===== src/rtl/mesh_noc_pkg.sv =====
// Shared NoC definitions: flit field positions, port indices, ejector register map.
package mesh_noc_pkg;

  localparam int unsigned FLIT_W    = 34;
  localparam int unsigned PAY_W     = 29;
  localparam int unsigned ID_W      = 4;
  localparam int unsigned NPORTS    = 8;
  localparam int unsigned PORT_W    = 3;
  localparam int unsigned VALID_BIT = 33;
  localparam int unsigned DEST_HI   = 32;
  localparam int unsigned DEST_LO   = 29;

  localparam logic [PORT_W-1:0] PORT_N  = 3'd0;
  localparam logic [PORT_W-1:0] PORT_S  = 3'd1;
  localparam logic [PORT_W-1:0] PORT_E  = 3'd2;
  localparam logic [PORT_W-1:0] PORT_W_ = 3'd3;
  localparam logic [PORT_W-1:0] PORT_NE = 3'd4;
  localparam logic [PORT_W-1:0] PORT_NW = 3'd5;
  localparam logic [PORT_W-1:0] PORT_SE = 3'd6;
  localparam logic [PORT_W-1:0] PORT_SW = 3'd7;

  localparam logic [1:0] REG_DATA   = 2'd0;
  localparam logic [1:0] REG_STATUS = 2'd1;
  localparam logic [1:0] REG_DROPS  = 2'd2;
  localparam logic [1:0] REG_CTRL   = 2'd3;

  localparam logic [3:0] EJ_BASE = 4'h9;

  // Receive FIFO word: source port above the flit payload.
  typedef struct packed {
    logic [PORT_W-1:0] port;
    logic [PAY_W-1:0]  payload;
  } ej_word_t;

  function automatic logic flit_hit(input logic [FLIT_W-1:0] f, input logic [ID_W-1:0] id);
    return f[VALID_BIT] && (f[DEST_HI:DEST_LO] == id);
  endfunction

endpackage


===== src/rtl/ej_fifo.sv =====
// Synchronous FIFO with extra-bit wrap pointers and a single-cycle flush.
module ej_fifo #(
  parameter int unsigned DEPTH = 8,
  parameter int unsigned W     = 32
) (
  input  logic                     clk,
  input  logic                     rst_n,
  input  logic                     push_i,
  input  logic                     pop_i,
  input  logic                     flush_i,
  input  logic [W-1:0]             din_i,
  output logic [W-1:0]             dout_o,
  output logic                     full_o,
  output logic                     empty_o,
  output logic [$clog2(DEPTH):0]   count_o
);

  localparam int unsigned AW = $clog2(DEPTH);
  localparam int unsigned CW = AW + 1;

  logic [W-1:0]  mem_q [DEPTH];
  logic [CW-1:0] wr_q, wr_d;
  logic [CW-1:0] rd_q, rd_d;

  always_comb begin
    wr_d = wr_q + CW'(push_i);
    rd_d = rd_q + CW'(pop_i);
    if (flush_i) begin
      wr_d = '0;
      rd_d = '0;
    end
  end

  always_ff @(posedge clk or negedge rst_n) begin
    if (!rst_n) begin
      wr_q <= '0;
      rd_q <= '0;
    end else begin
      wr_q <= wr_d;
      rd_q <= rd_d;
    end
  end

  // Storage needs no reset; pointers define validity.
  always_ff @(posedge clk) begin
    if (push_i && !flush_i) mem_q[wr_q[AW-1:0]] <= din_i;
  end

  assign count_o = wr_q - rd_q;
  assign full_o  = (count_o == CW'(DEPTH));
  assign empty_o = (count_o == '0);
  assign dout_o  = mem_q[rd_q[AW-1:0]];

endmodule


===== src/rtl/mesh_ejector.sv =====
// Mesh node eject path: captures flits addressed to MY_ID from 8 links, buffers
// them per port, arbitrates into a receive FIFO and exposes it over Wishbone.
module mesh_ejector
  import mesh_noc_pkg::*;
#(
  parameter logic [3:0]  MY_ID = 4'b0000,
  parameter int unsigned DEPTH = 8,
  parameter logic [3:0]  BASE  = EJ_BASE
) (
  input  logic              clk,
  input  logic              rst,
  input  logic [31:0]       local_wb_adr,
  input  logic [31:0]       local_wb_dat_o,
  output logic [31:0]       local_wb_dat_i,
  input  logic              local_wb_we,
  input  logic              local_wb_stb,
  output logic              local_wb_ack,
  input  logic [FLIT_W-1:0] n_in,
  input  logic [FLIT_W-1:0] s_in,
  input  logic [FLIT_W-1:0] e_in,
  input  logic [FLIT_W-1:0] w_in,
  input  logic [FLIT_W-1:0] ne_in,
  input  logic [FLIT_W-1:0] nw_in,
  input  logic [FLIT_W-1:0] se_in,
  input  logic [FLIT_W-1:0] sw_in,
  output logic              rx_irq
);

  localparam int unsigned CW = $clog2(DEPTH) + 1;

  logic [FLIT_W-1:0] link_c [NPORTS];
  logic [NPORTS-1:0] hit_c, drop_c;
  logic [NPORTS-1:0] slot_vld_q, slot_vld_d;
  logic [PAY_W-1:0]  slot_pay_q [NPORTS];
  logic [PAY_W-1:0]  slot_pay_d [NPORTS];
  logic [PORT_W-1:0] rr_q, rr_d, gnt_idx_c;
  logic              gnt_any_c;
  logic [7:0]        overflow_q, overflow_d;
  logic [15:0]       drop_cnt_q, drop_cnt_d;
  logic              ack_q, ack_d;
  logic [31:0]       dat_q, dat_d, rdata_c;
  logic              irq_q, irq_d;
  logic              sel_c, acc_c, rd_c, wr_c, pop_c, flush_c;
  logic [1:0]        reg_c;
  ej_word_t          fifo_din_c, fifo_dout;
  logic              fifo_full, fifo_empty;
  logic [CW-1:0]     fifo_count, cnt_nxt_c;
  logic              unused_c;

  always_comb begin
    link_c[PORT_N]  = n_in;
    link_c[PORT_S]  = s_in;
    link_c[PORT_E]  = e_in;
    link_c[PORT_W_] = w_in;
    link_c[PORT_NE] = ne_in;
    link_c[PORT_NW] = nw_in;
    link_c[PORT_SE] = se_in;
    link_c[PORT_SW] = sw_in;
    for (int p = 0; p < NPORTS; p++) hit_c[p] = flit_hit(link_c[p], MY_ID);
  end

  // Wishbone decode; side effects only on the access edge where ack rises.
  always_comb begin
    sel_c   = local_wb_stb && (local_wb_adr[31:28] == BASE);
    acc_c   = sel_c && !ack_q;
    rd_c    = acc_c && !local_wb_we;
    wr_c    = acc_c && local_wb_we;
    reg_c   = local_wb_adr[3:2];
    pop_c   = rd_c && (reg_c == REG_DATA) && !fifo_empty;
    flush_c = wr_c && (reg_c == REG_CTRL) && local_wb_dat_o[0];
    rdata_c = '0;
    case (reg_c)
      REG_DATA:   rdata_c = fifo_empty ? '0 : fifo_dout;
      REG_STATUS: rdata_c = {16'(fifo_count), overflow_q, 6'b0, fifo_full, fifo_empty};
      REG_DROPS:  rdata_c = {16'b0, drop_cnt_q};
      default:    rdata_c = '0;
    endcase
    ack_d = sel_c && !ack_q;
    dat_d = rd_c ? rdata_c : '0;
  end

  // Round-robin grant from rr_q; a full FIFO accepts only alongside a pop.
  always_comb begin
    gnt_any_c = 1'b0;
    gnt_idx_c = rr_q;
    for (int i = 0; i < NPORTS; i++) begin
      if (!gnt_any_c && slot_vld_q[rr_q + PORT_W'(i)]) begin
        gnt_any_c = 1'b1;
        gnt_idx_c = rr_q + PORT_W'(i);
      end
    end
    if (flush_c || (fifo_full && !pop_c)) gnt_any_c = 1'b0;
    rr_d = gnt_any_c ? gnt_idx_c + 3'd1 : rr_q;
  end

  assign fifo_din_c = '{port: gnt_idx_c, payload: slot_pay_q[gnt_idx_c]};

  // Slot update: free on grant/flush first, so a same-edge hit reloads instead of dropping.
  always_comb begin
    logic [3:0]  ndrop;
    logic [16:0] sum;
    ndrop = '0;
    for (int p = 0; p < NPORTS; p++) begin
      slot_vld_d[p] = slot_vld_q[p];
      slot_pay_d[p] = slot_pay_q[p];
      drop_c[p]     = 1'b0;
      if (flush_c || (gnt_any_c && (gnt_idx_c == PORT_W'(p)))) slot_vld_d[p] = 1'b0;
      if (hit_c[p]) begin
        if (!slot_vld_d[p]) begin
          slot_vld_d[p] = 1'b1;
          slot_pay_d[p] = link_c[p][PAY_W-1:0];
        end else begin
          drop_c[p] = 1'b1;
        end
      end
      ndrop = ndrop + 4'(drop_c[p]);
    end
    overflow_d = overflow_q;
    if (wr_c && (reg_c == REG_STATUS)) overflow_d = overflow_d & ~local_wb_dat_o[15:8];
    overflow_d = overflow_d | drop_c;
    sum = (wr_c && (reg_c == REG_DROPS)) ? 17'(ndrop) : 17'(drop_cnt_q) + 17'(ndrop);
    drop_cnt_d = sum[16] ? 16'hFFFF : sum[15:0];
    cnt_nxt_c  = flush_c ? '0 : fifo_count + CW'(gnt_any_c) - CW'(pop_c);
    irq_d      = (cnt_nxt_c != '0);
  end

  always_ff @(posedge clk or negedge rst) begin
    if (!rst) begin
      slot_vld_q <= '0;
      for (int p = 0; p < NPORTS; p++) slot_pay_q[p] <= '0;
      rr_q       <= '0;
      overflow_q <= '0;
      drop_cnt_q <= '0;
      ack_q      <= 1'b0;
      dat_q      <= '0;
      irq_q      <= 1'b0;
    end else begin
      slot_vld_q <= slot_vld_d;
      for (int p = 0; p < NPORTS; p++) slot_pay_q[p] <= slot_pay_d[p];
      rr_q       <= rr_d;
      overflow_q <= overflow_d;
      drop_cnt_q <= drop_cnt_d;
      ack_q      <= ack_d;
      dat_q      <= dat_d;
      irq_q      <= irq_d;
    end
  end

  ej_fifo #(
    .DEPTH(DEPTH),
    .W    ($bits(ej_word_t))
  ) u_fifo (
    .clk    (clk),
    .rst_n  (rst),
    .push_i (gnt_any_c),
    .pop_i  (pop_c),
    .flush_i(flush_c),
    .din_i  (fifo_din_c),
    .dout_o (fifo_dout),
    .full_o (fifo_full),
    .empty_o(fifo_empty),
    .count_o(fifo_count)
  );

  assign local_wb_ack   = ack_q;
  assign local_wb_dat_i = dat_q;
  assign rx_irq         = irq_q;
  assign unused_c = ^{local_wb_adr[27:4], local_wb_adr[1:0],
                      local_wb_dat_o[31:16], local_wb_dat_o[7:1]};

endmodule


===== config.mk =====
export PLATFORM = sky130hd
export DESIGN_NAME = mesh_ejector
export DESIGN_NICKNAME = d
export VERILOG_FILES = /design/src/rtl/mesh_noc_pkg.sv /design/src/rtl/ej_fifo.sv /design/src/rtl/mesh_ejector.sv
export SDC_FILE = /design/constraint.sdc
export NUM_CORES = 1
export LEC_CHECK = 0
export ABC_AREA = 0
export ABC_CLOCK_PERIOD_IN_PS = 8100
export CAP_MARGIN = 10
export CORE_AREA = 5 5 288 290
export DETAILED_ROUTE_END_ITERATION = 7
export DIE_AREA = 0 0 293 295
export SYNTH_ARGS = -nofsm -noshare
export SYNTH_HDL_FRONTEND = slang
export SYNTH_HIERARCHICAL = 1
export SYNTH_SLANG_ARGS = --single-unit

===== constraint.sdc =====
create_clock -name clk -period 8.1 [get_ports clk]
set_input_delay 1.215 -clock clk [delete_from_list [all_inputs] [get_ports clk]]
set_output_delay 1.215 -clock clk [all_outputs]
set_load 0.03 [all_outputs]

==> run_results.csv <==
group,metric,value,unit
floorplanning,die_x,293,µm
timing,drv_slew,0,
floorplanning,initial_utilization,34.5,%
run,max_cap_viol_count,0,
floorplanning,pin_count,374,
timing,timing.slew.headroom,19.1,%
timing,period_needed,7.57,ns
yosys,yosys.area_share.simple,10.9,%
timing,rsz0062_at_grt,"no",
placed_design,dp_hpwl,56.4,mm
drt,drc,0,
placed_design,gp_congestion,0.858,
yosys,synth.area.mux_share,18.7,%
cells_and_area,area_growth,23.1,%
timing,min_period_over_period,93.4,%
yosys,synth_edf_count,256,
yosys,yosys_register_bits,565,
cts,tritoncts,"done",
floorplanning,die_h,295,µm
yosys,synthFlopType,"dfrtp_1",
setup_path,required,8.63,ns
drt,wl,84.5,mm
yosys,synth_seq_area_share,55.8,%
status,status,"finished, final reports clean",
cells_and_area,layout_common_cells,"323 x clkdlybuf4s50_1, 307 x dfrtp_1, 272 x nand2_1, 256 x edfxtp_1, 156 x mux2_2",
yosys,synth_top_cell_area_share,28.0,%
setup_path,worstSetupPathType,"register to register",
cts,cts_buffers,60,
drt,drtPass1Iterations,5,
timing,setup_viol_count_final,0,
drt,routed-via-count,19523,
drt,postRouteAntennaNets,0,
setup_path,slowest_stage,"or4_1",
global_route,grt_pass1_vias,20040,
yosys,synthAdderAreaFrac,1.50,%
cts,root_buffer,"clkbuf_16",
yosys,synth-compound-area-share,8.87,%
drt,via_per_inst,5.57,
yosys,synth_top_family_by_area,"multiplexers",
floorplanning,rows,104,
yosys,yosysWarningCount,6,
yosys,synth_xor_area_share,0.819,%
global_route,grt_pass1_wl,127,mm
drt,routedWlPerCell,24.1,µm
cts,clk_path_buf_depth,3,
placed_design,port_buffers,324,
yosys,yosysTopAreaCell,"dfrtp_1",
timing,skew,0.0258,ns
global_route,overflow,0,
yosys,synth_area_leaders,"dfrtp_1 28%, edfxtp_1 28%, mux2_2 6.4%",
setup_path,cp_data_arrival_time,8.10,ns
setup_path,crit_path_end_kind,"register",
timing,worst-slew-pin-transition,1.20,ns
yosys,syn-cell-area,0.0276,mm²
floorplanning,die_area,0.0864,mm²
timing,fmax,132,MHz
yosys,synthesis.nets,2488,
yosys,synthCells,2119,
worst_hold_path,min_path_type,"register to register",
timing,hold_viol_final,0,
setup_path,cpMostUsedCell,"fa_1",
yosys,synthArstFlopShare,54.7,%
setup_path,cp-start-kind,"register",
drt,drt_iter0_markers,1416,
global_route,antenna_found_initial,5,
floorplanning,core_area,0.0800,mm²
cells_and_area,drive_gt1_share,18.6,%
cts,insertion_delay,0.63,ns
setup_path,critPathMaxStageDelay,0.60,ns
cts,htreeDepth,2,
global_route,gr-usage-all-layers,19.0,%
global_route,grt_start_max_net_pins,151,
cts,cts_setup_buffers,0,
cells_and_area,nets,2761,
yosys,syn_area_per_cell,13.0,µm²
cts,clk_pin_slew,0.06,ns
setup_path,worst-path-max-fanout,13,
cells_and_area,final_common_cell,"clkdlybuf4s50_1",
yosys,post_synth_num_cell_types,83,
cts,clock_sinks,565,
timing,tns,0,ns
-- what timing repair did --
item,4_1_cts,5_1_grt
setup endpoints to repair,0,7
hold endpoints to repair,0,0
resized for setup,0,1
hold buffers,0,0
-- synth_stat cells, drive strengths merged, types with 3 or more instances --
cell      n
a22o      4
nor4     33
nor3     17
o21a      3
ha       22
dfrtp   309
mux2i    25
mux2    197
xnor2     9
buf      73
edfxtp  256
o21bai    3
mux4    110
a22oi    23
fa        7
o211a    22
and3      6
a21oi    49
a21o      6
o21ai   111
xor2     16
and4     23
or4      59
or2       6
nor2b    11
and2     19
nand3    75
a31oi    60
nor2     57
inv      23
nand2b   10
o22ai    13
nand2   274
clkbuf   97
a211oi    3
o211ai   61
-- routing by layer --
| layer | part of all wire [%] | wire [µm] | track usage [%] |
|---|---|---|---|
| met4 | 2.8 | 2400 | 5.85 |
| met5 | 0.032 | 27 | 0 |
| met2 | 49 | 41000 | 32.0 |
| met3 | 6.2 | 5280 | 2.94 |
| met1 | 42 | 35800 | 25.6 |
-- state kept, by name (all words and copies together), names as in the netlist --
signal          cells
u_fifo/rd_q         4
overflow_q          8
slot_pay_q        232
u_fifo/mem_q      256
local_wb_ack        1
drop_cnt_q         16
slot_vld_q          8
rx_irq              1
u_fifo/wr_q         4
rr_q                3
local_wb_dat_i     32
-- through the flow --
stage          hold slack (ns)  cells  worst slack (ns)  area [µm²]  utilization, %
2_1_floorplan            0.446   2119             0.443       27600               -
3_3_place_gp             0.465   3390            0.0898       31900            39.9
3_5_place_dp             0.471   3390            0.0344       31900            39.9
4_1_cts                  0.484   3502             0.396       34000            42.5
5_1_grt                  0.498   3504             0.123       34000            42.5
6_report                 0.487   3505             0.533       34000            42.5
-- critical path: cells and delay by family (launching register included) --
family / cells / cell delay, ns
buffers and inverters: 4 / 0.24
adder cells (fa/ha/maj): 8 / 2.91
XOR/XNOR: 2 / 0.47
AO/OA/AOI/OAI: 6 / 1.17
flip-flops: 1 / 0.48
AND/OR/NAND/NOR: 7 / 2.22
-- worst paths after layout --
kind	from	end	slack, ns	cells after the start
min in group asynchronous	rst	slot_pay_q[43]$_DFFE_PN0P_	0.64	1
setup reg to reg	u_fifo/wr_q[0]$_DFF_PN0_	drop_cnt_q[7]$_DFF_PN0_	0.53	27
max in group asynchronous	rst	u_fifo/rd_q[0]$_DFF_PN0_	5.96	2
hold / removal	overflow_q[3]$_DFF_PN0_	overflow_q[3]$_DFF_PN0_	0.49	1
hold reg to reg	overflow_q[3]$_DFF_PN0_	overflow_q[3]$_DFF_PN0_	0.49	1
setup / recovery	u_fifo/wr_q[0]$_DFF_PN0_	drop_cnt_q[7]$_DFF_PN0_	0.53	27
-- cell type report --
type                            instances  area (µm²)
Clock buffer                           79        1670
Inverter                               24        97.6
Timing Repair Buffer                  381        3690
Multi-Input combinational cell       1360       11400
Tap cell                             1060        1330
Fill cell                            7297       46000
Clock inverter                         33         435
Sequential cell                       565       15400
Antenna cell                            3        7.51
-- cell families after synthesis --
family,after synthesis
AOI/OAI and AO/OA,374
xor gates and xnor gates,25
buffers and inverters,194
adders and majority gates,29
DFF,565
and+or+nand+nor,600
muxes,332
Power is left out: the tool's default activity adds up to more than one toggle a clock period on the data nets, which glitch-free logic cannot reach.
==> RTL change 1 (same settings) <==
`DEPTH` is set to 8 in 2 places; all go to 16.
--- a/src/rtl/ej_fifo.sv
+++ b/src/rtl/ej_fifo.sv
@@ -2,3 +2,3 @@
 module ej_fifo #(
-  parameter int unsigned DEPTH = 8,
+  parameter int unsigned DEPTH = 16,
   parameter int unsigned W     = 32
--- a/src/rtl/mesh_ejector.sv
+++ b/src/rtl/mesh_ejector.sv
@@ -6,3 +6,3 @@
   parameter logic [3:0]  MY_ID = 4'b0000,
-  parameter int unsigned DEPTH = 8,
+  parameter int unsigned DEPTH = 16,
   parameter logic [3:0]  BASE  = EJ_BASE
Check against the original RTL: no difference found for any inputs over 4 cycles, from zero or initial values and one cycle with rst low; that may be too few to reach the edited logic, so the function may still have changed.
==> RTL change 1 against the unedited design <==
  * Final cell count increased by 35%
  * Worst setup slack got worse by 0.13 ns
  * Critical path type unchanged
  * Sequential cell count grew 258
  * First-iteration DRC count rose by 110%
  * Routed wire length increased by 45%
  * Synthesized area increased by 48%
  * Cell area up 41%
Power is not shown: default switching activity piles up to over one toggle a cycle in this logic, so the estimate is an artifact.
==> RTL change 1: results (changes against the unedited design) <==
hp-start: "slot_pay_q[8]"
cts_made_buffers: 89  # +48%
muxShareOfSynthArea_pct: 14.3  # -4.3 points
seq_area_frac_synth_pct: 56.6  # +0.82 points
grt_pass1_vias: 29783  # +49%
async_flop_share_pct: 37.8  # -17 points
gp_routability_congestion: 0.862  # +0.54%
wire_per_inst_um: 25.8  # +7.0%
clk_latency_ns: 0.66  # +0.03 ns
final-seq-area_um2: 23200  # +50%
synthXorXnorAreaFrac_pct: 0.599  # -0.22 points
fillCellCount: 6430  # -12%
via_per_inst: 6.36  # +14%
grt_pass1_wl_mm: 183  # +44%
hpwl_mm: 76.9  # +36%
yosys-top-cells-count: "512 x edfxtp_1, 496 x nand2_1, 315 x mux2i_1"
ys_top_cells_by_area: "edfxtp_1 38%, dfrtp_1 19%, mux2i_1 7.7%, nand2_1 4.6%, mux4_2 4.2%"
largest_reg_flops: 512  # +100%
worstPathArrival_ns: 8.18  # +0.08 ns
htree_num_levels: 3  # +1
grt_max_degree: 147  # -2.6%
placed_cell_area_um2: 44900  # +41%
worst_pin_slew_ns: 1.31  # +0.113 ns
status: "finished clean"
synth_compound_area_share_pct: 11.6  # +2.7 points
final_nets: 3975  # +44%
synth_edf_count: 512  # +100%
-- RTL change 1: cell count changes in the layout (fill, tap and decap cells not counted), moves of 33 or more --
cell | unedited run | this run
o221ai_1 | 0 | 33
o21ai_0 | 104 | 194
mux4_1 | 34 | 0
nand4_1 | 2 | 60
a31oi_1 | 60 | 147
a221oi_1 | 0 | 67
mux2i_1 | 23 | 313
or4_1 | 59 | 117
nand3_1 | 71 | 124
nand2_1 | 272 | 495
mux2_2 | 156 | 89
o211ai_1 | 61 | 148
edfxtp_1 | 256 | 512
-- RTL change 1: path summary, 6_finish.rpt --
path	endpoint	slack, ns	cells past startpoint
min reg2reg	slot_pay_q[8]	0.50	1
min in group asynchronous	slot_pay_q[219]	0.66	1
max	drop_cnt_q[7]	0.41	27
max in group asynchronous	u_fifo/rd_q[0]	5.83	2
min	slot_pay_q[8]	0.50	1
max reg2reg	drop_cnt_q[7]	0.41	27
-- RTL change 1: kinds of logic (layout without fill, tap and decap cells) --
logic type | count (synthesis) | after routing
AO/OA/AOI/OAI | 707 | 707
XOR/XNOR | 28 | 28
adder cells (fa/ha/maj) | 31 | 31
buffers and inverters | 339 | 591
flip-flops | 823 | 823
multiplexers | 480 | 480
other | 0 | 7
AND/OR/NAND/NOR | 1019 | 1019
-- RTL change 1: cell type report --
class | instances | area share (%)
tap | 1060 | 2.77
timing repair buffer | 396 | 7.98
inverter | 29 | 0.238
sequential | 823 | 48.4
multi-input combinational | 2265 | 34.4
clock buffer | 113 | 4.99
clock inverter | 53 | 1.27
antenna | 7 | 0.0366
-- RTL change 1: metrics by stage --
step	instances	setup WS, ns
detailed placement	4572	0.151
CTS	4738	0.235
global placement	4572	0.273
global route	4745	0.0330
finish	4746	0.406
floorplan	3427	0.0121
-- RTL change 1: routing by layer --
| metal | share of wire (%) | global-route usage, % |
|---|---|---|
| met1 | 41 | 37.2 |
| met2 | 49 | 45.9 |
| met3 | 6.0 | 3.97 |
| met4 | 3.6 | 9.95 |
| met5 | 0 | 0 |
-- RTL change 1: critical path: stages, from the launching register on --
cell and delay [ns]:
dfrtp_1 0.53, inv_1 0.12, ha_1 0.25, fa_1 0.41, xnor2_1 0.34, or3_1 0.19
a221oi_1 0.06, buf_4 0.21, or4_1 0.62, a32oi_2 0.31, nand2_4 0.10, o31ai_1 0.36
nor2_1 0.15, fa_1 0.52, inv_1 0.05, fa_1 0.46, fa_1 0.50, inv_1 0.04
ha_1 0.20, fa_1 0.62, ha_1 0.25, a21o_1 0.17, a21oi_1 0.23, nor2b_1 0.08
o21ai_1 0.42, nor2_1 0.11, xnor2_1 0.15, o21ai_0 0.10
==> RTL change 2 (same flow settings) <==
Without the edit above. Make the reset (`rst` and `rst_n`) synchronous in 2 clocked blocks.
--- a/src/rtl/ej_fifo.sv
+++ b/src/rtl/ej_fifo.sv
@@ -33,3 +33,3 @@
 
-  always_ff @(posedge clk or negedge rst_n) begin
+  always_ff @(posedge clk) begin
     if (!rst_n) begin
--- a/src/rtl/mesh_ejector.sv
+++ b/src/rtl/mesh_ejector.sv
@@ -126,3 +126,3 @@
 
-  always_ff @(posedge clk or negedge rst) begin
+  always_ff @(posedge clk) begin
     if (!rst) begin
Formal check against the unedited RTL: differs if rst is asserted again (counterexample within 4 cycles, from zero or initial values and one cycle with rst low); with rst held inactive, the same outputs for 4 cycles.
==> RTL change 2 against the unedited design <==
  * Non-clock buffer count rose by 7
  * Highest routed layer unchanged
  * Synthesized area fell by 9.3%
  * Clock skew rose by 0.052 ns
  * Sequential cell count did not move
  * Routed wire length fell by 11%
  * Worst setup slack got worse by 0.0054 ns
  * Global-route usage fell by 2.1 points
  * Cell area fell by 7.1%
  * Largest cell class unchanged
==> RTL change 2: results (changes against the unedited design) <==
wl_met1_mm: 30.5  # -15%
worst_pin_slew_ns: 1.23  # +0.0288 ns
first_pass_iters: 5  # unchanged
clk_pin_slew_worst_paths_ns: 0.06  # about the same
ys_types: 72  # -13%
portBuffers: 324  # unchanged
grt_max_degree: 67  # -56%
critPathTopFamily: "adder cells"
r2r_setup_slack_ns: 0.53
top_usage_layer: "met2"
ys_top_cells_by_area: "edfxtp_1 58%, mux4_2 6.3%, dfxtp_1 6.2%, and2_1 4.8%, nand2_1 3.4%"
async_flop_share_pct: 0  # -55 points
status: "finished clean"
sw_frac_of_total_pct: 37.8
synth_ff_type: "edfxtp_1"
seq_area_frac_synth_pct: 64.6  # +8.8 points
drtIter0Drc: 1396  # -1.4%
vias: 16324  # -16%
yosysWarnings: 6  # unchanged
gp_routability_congestion: 0.857  # about the same
seqPwrFrac_pct: 38.2
antenna_found_initial: 4  # -1
antenna-diode-count: 0  # -3
fin_skew_ns: 0.0775  # +0.0518 ns
gr-usage-met3_pct: 3.18  # +0.24 points
hpwl_mm: 52.5  # -6.8%
grtUsageMet1_pct: 21.9  # -3.8 points
yosys-top-cells-count: "488 x edfxtp_1, 228 x nand2_1, 192 x and2_1"
worstPathRequired_ns: 8.61  # -0.02 ns
crit_fanout: 11  # -2
final_nets: 2524  # -8.6%
hold_path_class: "reg -> reg"
routed_wl_mm: 75.4  # -11%
grt_pass1_vias: 16906  # -16%
clk_latency_ns: 0.66  # +0.03 ns
wl_met3_mm: 5.20  # -1.5%
cp_slowest_cell: "fa_1"
max_stage_delay_ns: 0.51  # -0.09 ns
cts_made_buffers: 58  # -3.3%
grt_use_total_pct: 16.9  # -2.1 points
use_met2_pct: 27.9  # -4.1 points
wl_met2_mm: 36.1  # -12%
synth_nets: 2187  # -12%
drive_above_1_share_pct: 12.7  # -5.8 points
synth_edf_count: 488  # +91%
grt_pass1_wl_mm: 110  # -14%
-- RTL change 2: through the flow --
stage | area [um^2] | hold WS [ns] | power [mW] | instances | worst slack (ns)
4_1_cts | 31600 | 0.465 | 11.8 | 3258 | 0.350
3_3_place_gp | 29600 | 0.453 | 8.84 | 3148 | 0.463
5_1_grt | 31600 | 0.489 | 12.3 | 3264 | 0.0834
2_1_floorplan | 25100 | 0.437 | 7.01 | 1818 | 0.305
3_5_place_dp | 29600 | 0.456 | 9.03 | 3149 | 0.397
6_report | 31600 | 0.463 | 11.8 | 3264 | 0.528
-- RTL change 2: final timing paths --
path                 start             end  cells past startpoint
min          overflow_q[3]   overflow_q[3]                      2
max reg2reg        rr_q[1]  drop_cnt_q[11]                     27
max                rr_q[1]  drop_cnt_q[11]                     27
min reg2reg  overflow_q[3]   overflow_q[3]                      2
-- RTL change 2: kinds of logic (layout without fill, tap and decap cells) --
logic type / count (synthesis) / in the layout / share of synthesized area [%]
compound gates: 211 / 211 / 6.31
xor+xnor: 26 / 26 / 0.939
fa+ha+maj: 29 / 29 / 1.66
buf+inv: 142 / 528 / 2.81
flops: 565 / 565 / 64.6
mux: 139 / 139 / 9.37
simple gates: 706 / 706 / 14.3
-- RTL change 2: layout make-up --
cell class | count | area (um^2)
sequential | 565 | 16200
multi-input combinational | 1111 | 8290
fill | 7494 | 48400
clock inverter | 41 | 465
tap | 1060 | 1330
timing repair buffer | 388 | 3720
inverter | 31 | 119
clock buffer | 68 | 1500
-- RTL change 2: repair_timing --
item	CTS	global route
setup endpoints to repair	0	11
hold buffers	0	0
resized for setup	0	2
setup buffers	0	2
-- RTL change 2: tightest hold or removal path: stages (launching register included) --
cell and delay, ns:
dfxtp_1 0.31, nand2_1 0.06, a21oi_1 0.05
